===== config.mk =====
export PLATFORM = sky130hd
export DESIGN_NAME = dap_resp_sender
export DESIGN_NICKNAME = d
export VERILOG_FILES = /design/src/rtl/dap_resp_sender.sv
export SDC_FILE = /design/constraint.sdc
export NUM_CORES = 1
export LEC_CHECK = 0
export CAP_MARGIN = 20
export CORE_AREA = 2 2 90 92
export DETAILED_ROUTE_END_ITERATION = 10
export DIE_AREA = 0 0 92 94
export HOLD_SLACK_MARGIN = 0.05
export PLACE_DENSITY = 0.71
export SLEW_MARGIN = 20
export SYNTH_ARGS = -nofsm -noshare
export SYNTH_HDL_FRONTEND = slang
export SYNTH_SLANG_ARGS = --single-unit

===== constraint.sdc =====
create_clock -name clk -period 3 [get_ports clk]
set_input_delay 0.6 -clock clk [delete_from_list [all_inputs] [get_ports clk]]
set_output_delay 0.6 -clock clk [all_outputs]
set_load 0.02 [all_outputs]

===== src/rtl/dap_resp_sender.sv =====
// Streams a response packet out of the response RAM as an AXI-stream packet.
// Define DAP_RESP_PREFIX_EN to prepend the command ID byte to every packet.
module dap_resp_sender #(
  parameter int MAX_LEN = 512
) (
  input  logic       clk,
  input  logic       resetn,
  input  logic       enable,
  input  logic       start,
  input  logic [7:0] cmd_id,
  input  logic [9:0] packet_len,
  output logic [9:0] ram_read_addr,
  output logic       ram_read_en,
  input  logic [7:0] ram_read_data,
  output logic       dap_out_tvalid,
  input  logic       dap_out_tready,
  output logic [7:0] dap_out_tdata,
  output logic       dap_out_tlast,
  output logic       busy,
  output logic       done,
  output logic [1:0] state_dbg
);

  // Handshake: a beat transfers on a clock edge where tvalid and tready are
  // both high; once tvalid rises, tvalid/tdata/tlast hold until that edge.

  typedef enum logic [1:0] {
    IDLE   = 2'd0,
    PREFIX = 2'd1,
    STREAM = 2'd2,
    DONE   = 2'd3
  } state_t;

  localparam logic [9:0] MAX_LEN_C = 10'(MAX_LEN);

  state_t     state, state_nxt;
  logic [9:0] len_q, rd_cnt, tx_cnt, len_clamped;
  logic       rd_pend;
  logic [1:0] buf_cnt;
  logic [7:0] buf0, buf1;
  logic       in_flight, rd_issue, pay_valid, pay_last, pop, buf_pop, buf_push;
  logic [7:0] pay_data;

`ifdef DAP_RESP_PREFIX_EN
  logic [7:0] cmd_q;
`else
  logic unused_cmd;
  assign unused_cmd = ^cmd_id;
`endif

  assign len_clamped = (packet_len > MAX_LEN_C) ? MAX_LEN_C : packet_len;
  assign in_flight   = (state == PREFIX) || (state == STREAM);

  // A read may only be issued if the byte it returns is guaranteed a slot:
  // bytes held plus the byte arriving this cycle must leave room for one more.
  assign rd_issue  = in_flight && (rd_cnt < len_q) &&
                     ((buf_cnt == 2'd0) || ((buf_cnt == 2'd1) && !rd_pend));
  assign pay_valid = (state == STREAM) && ((buf_cnt != 2'd0) || rd_pend);
  assign pay_data  = (buf_cnt != 2'd0) ? buf0 : ram_read_data;
  assign pay_last  = (tx_cnt == len_q - 10'd1);
  assign pop       = pay_valid && dap_out_tready;
  assign buf_pop   = pop && (buf_cnt != 2'd0);
  assign buf_push  = rd_pend && !(pop && (buf_cnt == 2'd0));

  always_ff @(posedge clk or negedge resetn) begin
    if (!resetn) state <= IDLE;
    else         state <= state_nxt;
  end

  always_comb begin
    state_nxt      = state;
    dap_out_tvalid = 1'b0;
    dap_out_tdata  = 8'd0;
    dap_out_tlast  = 1'b0;
    case (state)
      IDLE: begin
        if (start) begin
`ifdef DAP_RESP_PREFIX_EN
          state_nxt = PREFIX;
`else
          state_nxt = (len_clamped == 10'd0) ? DONE : STREAM;
`endif
        end
      end
`ifdef DAP_RESP_PREFIX_EN
      PREFIX: begin
        dap_out_tvalid = 1'b1;
        dap_out_tdata  = cmd_q;
        dap_out_tlast  = (len_q == 10'd0);
        if (dap_out_tready) state_nxt = (len_q == 10'd0) ? DONE : STREAM;
      end
`endif
      STREAM: begin
        dap_out_tvalid = pay_valid;
        dap_out_tdata  = pay_valid ? pay_data : 8'd0;
        dap_out_tlast  = pay_valid && pay_last;
        if (pop && pay_last) state_nxt = DONE;
      end
      DONE:    state_nxt = IDLE;
      default: state_nxt = IDLE;
    endcase
    if (!enable) state_nxt = IDLE;
  end

  assign busy          = (state != IDLE);
  assign done          = (state == DONE);
  assign ram_read_en   = rd_issue;
  assign ram_read_addr = rd_cnt;
  assign state_dbg     = state;

  always_ff @(posedge clk or negedge resetn) begin
    if (!resetn) begin
`ifdef DAP_RESP_PREFIX_EN
      cmd_q   <= 8'd0;
`endif
      len_q   <= 10'd0;
      rd_cnt  <= 10'd0;
      tx_cnt  <= 10'd0;
      rd_pend <= 1'b0;
      buf_cnt <= 2'd0;
      buf0    <= 8'd0;
      buf1    <= 8'd0;
    end else if (!enable) begin
`ifdef DAP_RESP_PREFIX_EN
      cmd_q   <= 8'd0;
`endif
      len_q   <= 10'd0;
      rd_cnt  <= 10'd0;
      tx_cnt  <= 10'd0;
      rd_pend <= 1'b0;
      buf_cnt <= 2'd0;
      buf0    <= 8'd0;
      buf1    <= 8'd0;
    end else if ((state == IDLE) && start) begin
`ifdef DAP_RESP_PREFIX_EN
      cmd_q   <= cmd_id;
`endif
      len_q   <= len_clamped;
      rd_cnt  <= 10'd0;
      tx_cnt  <= 10'd0;
      rd_pend <= 1'b0;
      buf_cnt <= 2'd0;
    end else begin
      rd_pend <= rd_issue;
      if (rd_issue) rd_cnt <= rd_cnt + 10'd1;
      if (pop)      tx_cnt <= tx_cnt + 10'd1;
      // Two-entry buffer: buf0 is the head; the arriving RAM byte bypasses
      // straight to the stream when the buffer is empty.
      case ({buf_pop, buf_push})
        2'b01: begin
          if (buf_cnt == 2'd0) buf0 <= ram_read_data;
          else                 buf1 <= ram_read_data;
          buf_cnt <= buf_cnt + 2'd1;
        end
        2'b10: begin
          buf0    <= buf1;
          buf_cnt <= buf_cnt - 2'd1;
        end
        2'b11: begin
          if (buf_cnt == 2'd1) begin
            buf0 <= ram_read_data;
          end else begin
            buf0 <= buf1;
            buf1 <= ram_read_data;
          end
        end
        default: ;
      endcase
    end
  end

endmodule


# [Word level (Yosys, flattened, before mapping)]
# Cells that the tools add are included.
[word_totals] ff_bits=51 input_bits=31 out_inout_bits=25 elab_cells=93
[classes] addsub=5 order_cmp=2 n_eq_ne=20 muxes=34 n_reduce_logical=24
[ops] op="10-bit 2-to-1 mux" n=9
[ops] op="8-bit 2-to-1 mux" n=11
[ops] op="8-bit case mux with 3 select lines" n=1
[ops] op="10-bit by 1-bit adder with 10-bit output, second input constant" n=2
[ops] op="8-bit case mux with 2 select lines" n=1
[ops] op="3-bit != test, second input constant" n=4
[ops] op="1-bit logical AND" n=11
[ops] op="10-bit equality test" n=1
[ops] op="10-bit > comparator, second input constant" n=1
[ops] op="10-bit zero test" n=1
[ops] op="10-bit less-than comparator" n=1
[ops] op="2-bit 2-to-1 mux" n=5
[ops] op="10-bit by 1-bit subtractor with 10-bit output, second input constant" n=1
[ops] op="3-bit by 1-bit != test with 1-bit output, second input constant" n=3
[ops] op="2-bit equality test, second input constant" n=4
[ops] op="4-bit by 1-bit != test with 1-bit output, second input constant" n=2
[ops] op="2-bit case mux with 2 select lines" n=2
[ops] op="2-bit by 1-bit equality test with 1-bit output, second input constant" n=3
[ops] op="1-bit 2-to-1 mux" n=5
[ops] op="2-bit zero test" n=2
[ops] op="4-bit AND reduction" n=1
[ops] op="2-bit nonzero test" n=2
[ops] op="1-bit logical OR" n=3
[ops] op="3-bit by 2-bit != test with 1-bit output, second input constant" n=1
[ops] op="7 further kinds" n=8

# [Longest topological paths before layout]
# Gate-level depths: netlist (run 1).
[depth] word_depth=11 mapped_depth=9 mapped_depth_nobuf=8

# [Worst setup path after synthesis (run 1)]
# No wires, ideal clock.
[synth_path] path_kind="flip-flop to output port" from="register len_q[0]" to="output dap_out_tlast" t_arrival_ns=2.102 slack_ns=0.298 stages_incl_launch_ff=9 path_buffers=1 cell_sequence="dfrtp_1 buf_2 inv_1 ha_1 o21bai_1 a2111o_1 nand3_1 o2111ai_1 nor3_1"
[synth_via] elab_chain_len=4
[synth_rtl] item="start: declaration" line="37" text="logic [9:0] len_q, rd_cnt, tx_cnt, len_clamped;"
[synth_rtl] item="start signal: assignment" line="138" text="len_q <= len_clamped;"
[synth_rtl] item="10-bit by 1-bit subtractor with 10-bit output" line="60" text="assign pay_last = (tx_cnt == len_q - 10'd1);"
[synth_rtl] item="10-bit equality test" line="60"
[synth_rtl] item="1-bit logical AND" line="96" text="dap_out_tlast = pay_valid && pay_last;"
[synth_rtl] item="1-bit 2-to-1 mux" line="75" text="case (state)"
[synth_rtl] item="end: declaration" line="18" text="output logic dap_out_tlast,"
# Every way passes these cells.

# [Worst setup path in the final report (run 1)]
[layout_path] from="register buf_cnt[1]" to="output dap_out_tdata[4]"
[layout_via] elab_chain_len=5 elab_cells_between_ends=6 classes_between="mux: 3; reduce/logical: 3"
[layout_rtl] item="start: declaration" line="39" text="logic [1:0] buf_cnt;"
[layout_rtl] item="start signal: assignment" line="153" text="buf_cnt <= buf_cnt + 2'd1;"
[layout_rtl] item="start signal: assignment" line="157" text="buf_cnt <= buf_cnt - 2'd1;"
[layout_rtl] item="2-bit nonzero test (*)" line="58, 59"
[layout_rtl] item="1-bit logical OR" line="58" text="assign pay_valid = (state == STREAM) && ((buf_cnt != 2'd0) || rd_pend);"
[layout_rtl] item="1-bit logical AND" line="58"
[layout_rtl] item="8-bit 2-to-1 mux (*)" line="95" text="dap_out_tdata = pay_valid ? pay_data : 8'd0;"
[layout_rtl] item="8-bit 2-to-1 mux (*)" line="75"
[layout_rtl] item="end: declaration" line="17" text="output logic [7:0] dap_out_tdata,"
# Mark *: on every way between the ends. The rest lies on a longest branch, timed or not.

==> results by group, run 1 <==
CTS
  – CTS tree: built
  – CTS root buf: clkbuf_8
  – Setup bufs post-CTS: 0
  – Reg clk slew, reported paths: ~90 ps
  – Worst-skew pair later-pin latency: 310 ps
  – Longest Clk Path Bufs: 2
  – CTS Hold Buffers Added: 0
  – Num Clock Sinks: between 50 and 60
  – H-tree levels: 2
  – Num CTS Buffers: 5

Timing
  – RSZ-0062 raised after global routing: false
  – Final setup fails: 0
  – Final TNS setup: 0 ps
  – Worst-Margin Slew: about 700 ps
  – Final Max Tran Viols: 0
  – Max Fclk: roughly 0.36 GHz
  – Period utilization: 0.937
  – Final hold violations: 0
  – Clk_skew: 9.49 ps
  – Setup ws final: approximately 190 ps
  – Slew margin rel.: 0.536
  – Min Tclk post-route: 2810 ps

Power
  – P_int: between 1 and 1.5 mW
  – Power Dens Cells: ~350 mW/mm^2
  – Power share of the combinational group: 0.188
  – Leakage: 2.03 nW
  – Psw: about 0.40 mW
  – Peak supply drop: approximately 210 uV
  – Clock power frac: 0.323
  – Switching part of the total: 0.272
  – Flop pwr share: 0.489

Global route
  – Total Routing Usage GR: 0.195
  – Initial antenna violation count: 0
  – Largest net degree at the start of global routing: 52
  – Vias in the first global route: a little under 3000
  – Grt ovf: 0
  – First-pass GRT wire length: approximately 14 mm

Route
  – Routed Antenna Nets: 0
  – DRT Wirelength: 8.10 mm
  – Initial DRT Pass Iterations: 4
  – # DRC: 0
  – Via count: 2915
  – WL/cell: about 15 microns
  – DR iter-0 viols: approximately 180
  – Via density: 5.47

Setup path
  – Worst EP required: about 2400 ps
  – Crit end category: output port
  – CP max FO: 10
  – Crit start category: flip-flop
  – Crit Path Class: flip-flop to output port
  – Arr. time, crit path: 2210 ps

Floorplanning
  – Die footprint: between 0.008 and 0.009 sq mm
  – Die span in y: around 94 microns
  – Initial Utilization: 0.442
  – Die Width: approximately 92 microns
  – Core Box Area: roughly 0.0076 sq mm
  – Io pins: 56
  – Rows: 32

Layout
  – Finished Core Util: 0.544
  – Share of cells above drive strength 1: 0.0928
  – N_diodes: 0
  – Layout area overhead: 22.9%
  – Layout Nets: between 400 and 500
  – Fillcell total: 700

Synthesis
  – Post-synth top area cell: dfrtp_1
  – Area of the mapped netlist: approximately 0.0034 sq mm
  – Avg Cell Area, Syn: 9.07 sq um
  – Post-Syn Instances: 371
  – Yosys synthesis warning count: 0
  – Post-synth ARST share: 1.00
  – Synth area leaders: dfrtp_1 38%, mux2i_1 7.4%, ha_1 6.3%
  – Yosys reg bits: 51
  – Syn nets: about 420
  – Prevailing post-synth register cell: dfrtp_1
  – EDFF count, synth: 0
  – Cell variety after synth: 55
  – Register area share after synthesis: 0.379
  – Top-area cell type share of the netlist area: 0.379
  – Count leader, synth: dfrtp_1
  – Most common library cells after synthesis: 51 x dfrtp_1, 40 x nand2_1, 33 x nor2_1

Placed design
  – Place WS: 26.3 ps
  – GPL Wtd Cong: 0.931
  – Port bufs: 47
  – DP HPWL: between 6 and 7 mm

Outcome
  – Status: complete, no violations

Job
  – Max_cap viols: 0

Worst hold path
  – Min-Delay Path Class: primary input to asynchronous set/reset pin
[worst paths after layout]
| check | start | endpoint | slack (ps) | depth (start not counted) |
|---|---|---|---|---|
| max | buf_cnt[1] | dap_out_tdata[4] | 190 | 7 |
| min | resetn | ram_read_addr[0] | 400 | 2 |
| max reg2reg | state_dbg[1] | ram_read_addr[7] | 620 | 8 |
| min reg2reg | buf0[2] | buf0[2] | 530 | 1 |
| max in group asynchronous | resetn | len_q[2] | 2120 | 2 |
| min in group clk | buf0[2] | buf0[2] | 530 | 1 |
[layout by cell type, fill, tap and decap left out, types with 2 or more instances in the layout]
master and instances:
clkbuf_8 5, o21ai_0 17, o211ai_1 3, or3_2 2, nor4_1 2, nor3b_1 4, or3_1 6, inv_1 24
mux2i_1 25, ha_1 16, a31oi_1 3, nor2b_1 16, o21ai_1 2, o2111ai_1 2, nand4_1 9, buf_4 21
xnor2_1 13, a2111oi_0 2, a21oi_1 15, xor2_1 10, buf_2 2, or2_2 2, clkdlybuf4s50_1 44, o211a_1 9
nand3_1 11, nor2_1 33, dfrtp_1 51, and2_1 2, nor3_1 5, nand2_1 40, a211oi_1 5
[metal layers]
layer | wire [microns] | GRT usage
met4 | 187 | 0.0659
met3 | 319 | 0.0377
met1 | 3540 | 0.238
met2 | 4040 | 0.347
met5 | 0 | 0
[power groups by stage]
stage | combinational, mW | sequential (mW) | clock [mW]
finish | 0.276 | 0.716 | 0.473
global route | 0.305 | 0.719 | 0.511
CTS | 0.275 | 0.716 | 0.486
detailed placement | 0.273 | 0.730 | 0
global placement | 0.268 | 0.729 | 0
floorplan | 0.158 | 0.729 | 0
[kinds of logic (layout without fill, tap and decap cells)]
kind of cell | Yosys count | count (layout) | synth area share
mux | 25 | 25 | 0.0744
buf+inv | 39 | 99 | 0.0547
simple gates | 140 | 140 | 0.206
compound gates | 76 | 76 | 0.162
flops | 51 | 51 | 0.379
xor+xnor | 23 | 23 | 0.0599
fa+ha+maj | 17 | 17 | 0.0632
[layout make-up]
| cell class | instances | area (sq um) | area share |
|---|---|---|---|
| inverters | 24 | 90.1 | 0.0218 |
| multi-input cells | 281 | 1920 | 0.465 |
| repair buffers | 68 | 617 | 0.149 |
| well taps | 102 | 128 | 0.0309 |
| clock buffers | 6 | 72.6 | 0.0175 |
| flip-flops and latches | 51 | 1280 | 0.309 |
| clock inverters | 1 | 30.0 | 0.00726 |
[state kept, by name, indices dropped and copies added (netlist names)]
register       cells
rd_pend            1
buf_cnt            2
buf0               8
ram_read_addr     10
tx_cnt            10
len_q             10
buf1               8
state_dbg          2
[metrics by stage]
stage	cell area [sq um]	hold WS [ps]	cells	total power, mW
global placement	4020	505	526	0.997
finish	4140	402	533	1.47
detailed placement	4020	515	526	1.00
floorplan	3360	304	371	0.887
global route	4140	457	533	1.53
CTS	4130	435	533	1.48
[timing repair]
action                                 in CTS  in global routing
gates resized for setup                     6                  5
setup endpoints to repair                   2                  2
pin swaps                                   0                  1
endpoints found under the hold margin       0                  0
[critical path, cell delays in order, from the launching register on]
cell and delay [ps]:
dfrtp_1 390, inv_1 80, ha_1 240, inv_1 170, o21ai_1 90, buf_4 180, nor2_1 130, clkdlybuf4s50_1 620
Note: power is estimated with default switching activity, not from simulation.
==> inputs of run 2 (changes only) <==
- ABC_AREA: default -> 1
- CAP_MARGIN: 20 -> 5
==> run 2 against run 1 <==
Net effect: flip-flop and latch count did not move; setup slack better by 12 ps; hold slack lost 160 ps; cell count increased by 19%; sequential share of layout area down 0.081 points; maximum frequency up 0.44%; clock skew barely moved; global-route usage is 2.4 points higher; critical path type unchanged.
==> results by group, run 2 <==
Power
  – Pwr Total: 2.68 mW (+83%)
  – Power Dens Cells: 647 mW/mm^2 (+83%)
  – Leakage: 2.00 nW (-1.3%)
  – Peak supply drop: 331 uV (+59%)

Synthesis
  – Post-synth top area cell: dfrtp_1
  – EDFF count, synth: 0 (unchanged)
  – Prevailing post-synth register cell: dfrtp_1
  – Count leader, synth: nand2_1
  – Most common library cells after synthesis: 131 x nand2_1, 58 x inv_1, 51 x dfrtp_1, 51 x nand3_1, 46 x nor2_1
  – Top-area cell type share of the netlist area: 0.376 (-0.00336)
  – Avg Cell Area, Syn: 7.07 sq um (-22%)
  – Area of the mapped netlist: 0.00339 sq mm (+0.89%)
  – Register area share after synthesis: 0.376 (-0.00336)
  – Cell variety after synth: 36 (-35%)
  – Synth area leaders: dfrtp_1 38%, nand2_1 14%, nand3_1 7.5%
  – Post-synth ARST share: 1.00 (unchanged)
  – Yosys reg bits: 51 (unchanged)
  – Syn nets: 528 (+26%)
  – Post-Syn Instances: 480 (+29%)
  – Yosys synthesis warning count: 0 (unchanged)

Layout
  – Share of cells above drive strength 1: 0.0637 (-0.0291)
  – Finished Core Util: 0.546 (+0.00197)
  – Layout area overhead: 22.3%
  – Final Non-Filler Cells: 636 (+19%)
  – Fin area: 0.00415 sq mm (+0.36%)
  – Layout Nets: 581 (+21%)
  – N_diodes: 0 (unchanged)
  – Most frequent cells in the layout: 131 x nand2_1, 58 x inv_1, 51 x nand3_1, 50 x dfrtp_1, 46 x nor2_1
  – Most common cell after layout, fill and taps aside: nand2_1

Timing
  – Worst-Margin Slew: 576 ps (-120 ps)
  – Min Tclk post-route: 2800 ps (-12.4 ps)
  – Slew margin rel.: 0.616 (+0.0798)
  – Worst hold margin: 246 ps (-156 ps)
  – RSZ-0062 raised after global routing: false
  – Clk_skew: 9.84 ps (+0.347 ps)
  – Period utilization: 0.933 (-0.00412)
  – Final hold violations: 0 (unchanged)
  – Max Fclk: 0.357 GHz (+0.44%)
  – Final setup fails: 0 (unchanged)
  – Final Max Tran Viols: 0 (unchanged)
  – Final TNS setup: 0 ps (unchanged)
  – Setup ws final: 202 ps (+12.4 ps)

Floorplanning
  – Die Width: 92 microns (unchanged)
  – Die footprint: 0.00865 sq mm (unchanged)
  – Rows: 32 (unchanged)
  – Die span in y: 94 microns (unchanged)
  – Core Box Area: 0.00761 sq mm (unchanged)
  – Io pins: 56 (unchanged)
  – Initial Utilization: 0.446 (+0.00395)

Placed design
  – Port bufs: 47 (unchanged)
  – GPL Wtd Cong: 0.846 (-9.1%)
  – Cell Area, Placed: 0.00402 sq mm (about the same)
  – DP HPWL: 6.47 mm (+6.1%)
  – Place WS: 190 ps (+163 ps)
  – DP Cell Count: 628 (+19%)

Setup path
  – Critical path depth: 6 (-1)
  – CP max FO: 11 (+1)
  – CP max-delay cell: clkdlybuf4s50_1
  – Worst EP required: 2400 ps (about the same)
  – Crit start category: flip-flop
  – WP buf/inv: 4 (unchanged)
  – CP max stage delay: 570 ps (-50 ps)
  – Worst path most repeated cell: inv_1
  – Critical path's top delay family: buffers and inverters
  – Crit end category: output port
  – CP cell instances: inv_1, ha_1, inv_1, o21ai_2, inv_2, clkdlybuf4s50_1
  – Crit Path Class: flip-flop to output port
  – Arr. time, crit path: 2200 ps (about the same)
  – R2R depth: 11 (+3)

Outcome
  – Status: complete, no violations

Global route
  – Grt ovf: 0 (unchanged)
  – Largest net degree at the start of global routing: 52 (unchanged)
  – Vias in the first global route: 3268 (+12%)
  – Initial antenna violation count: 0 (unchanged)
  – Total Routing Usage GR: 0.219 (+0.0240)
  – First-pass GRT wire length: 15.2 mm (+12%)

Job
  – Max_cap viols: 0 (unchanged)

CTS
  – Setup bufs post-CTS: 0 (unchanged)
  – Worst-skew pair later-pin latency: 310 ps (about the same)
  – Reg clk slew, reported paths: 100 ps (about the same)
  – Num Clock Sinks: 51 (unchanged)
  – CTS root buf: clkbuf_8
  – CTS tree: built
  – Longest Clk Path Bufs: 2 (unchanged)
  – CTS Hold Buffers Added: 0 (unchanged)
  – Num CTS Buffers: 5 (unchanged)
  – H-tree levels: 2 (unchanged)

Route
  – # DRC: 0 (unchanged)
  – WL/cell: 13.7 microns (-9.7%)
  – Via count: 3282 (+13%)
  – DRT Wirelength: 8.72 mm (+7.8%)
  – Routed Antenna Nets: 0 (unchanged)
  – DR iter-0 viols: 192 (+5.5%)
  – Via density: 5.16 (-5.6%)
  – Initial DRT Pass Iterations: 4 (unchanged)

Worst hold path
  – Min-Delay Path Class: primary input to asynchronous set/reset pin
run 2: cell count changes after synthesis, moves of 6 or more:
cell / previous run / this run
nand2_1: 40 / 131
nand3_1: 11 / 51
inv_1: 24 / 58
mux2i_1: 25 / 0
o21ai_0: 18 / 36
nor2b_1: 16 / 0
nor2_1: 33 / 46
a21oi_1: 16 / 27
xnor2_1: 13 / 3
o211a_1: 9 / 0
or3_1: 6 / 0
run 2: cell type report:
| type | instances | area, sq um |
|---|---|---|
| Fill cell | 760 | 3460 |
| Multi-Input combinational cell | 357 | 1830 |
| Sequential cell | 51 | 1280 |
| Timing Repair Buffer | 58 | 554 |
| Inverter | 60 | 225 |
| Tap cell | 102 | 128 |
| Clock buffer | 5 | 68.8 |
| Clock inverter | 3 | 67.6 |
run 2: logic make-up after synthesis:
logic type,after synthesis,share of synthesized area
DFF,51,0.376
AOI/OAI and AO/OA,76,0.129
adders and majority gates,17,0.0627
buffers and inverters,72,0.0851
and+or+nand+nor,255,0.324
xor gates and xnor gates,9,0.0232
run 2: routing by layer:
layer	wire length, microns	global-route usage
met3	377	0.0369
met5	0	0
met2	3970	0.371
met4	150	0.0622
met1	4220	0.291
run 2: worst paths after layout:
path | start | endpoint | slack [ps]
min in group clk | tx_cnt[9] | tx_cnt[9] | 490
hold reg to reg | tx_cnt[9] | tx_cnt[9] | 490
max in group asynchronous | resetn | len_q[3] | 2460
hold / removal | resetn | buf1[0] | 250
setup / recovery | buf_cnt[0] | dap_out_tvalid | 200
setup reg to reg | buf_cnt[0] | buf0[0] | 680
run 2: where the power goes:
group / switching [mW] / internal [mW] / leakage [nW] / total (mW)
clock network: 0.246 / 0.333 / 0.0644 / 0.578
registers: 0.0825 / 0.790 / 0.691 / 0.872
logic: 0.787 / 0.447 / 1.25 / 1.23
run 2: worst register-to-register path, delay by kind of cell, from the launching register on:
family | cells | cell delay (ps)
AOI/OAI and AO/OA | 2 | 880
buffers and inverters | 3 | 280
and+or+nand+nor | 5 | 480
adders and majority gates | 1 | 180
DFF | 1 | 400
run 2: timing repair:
| action | CTS | global route |
|---|---|---|
| setup endpoints to repair | 2 | 1 |
| gates cloned | 0 | 0 |
| resized for setup | 3 | 2 |
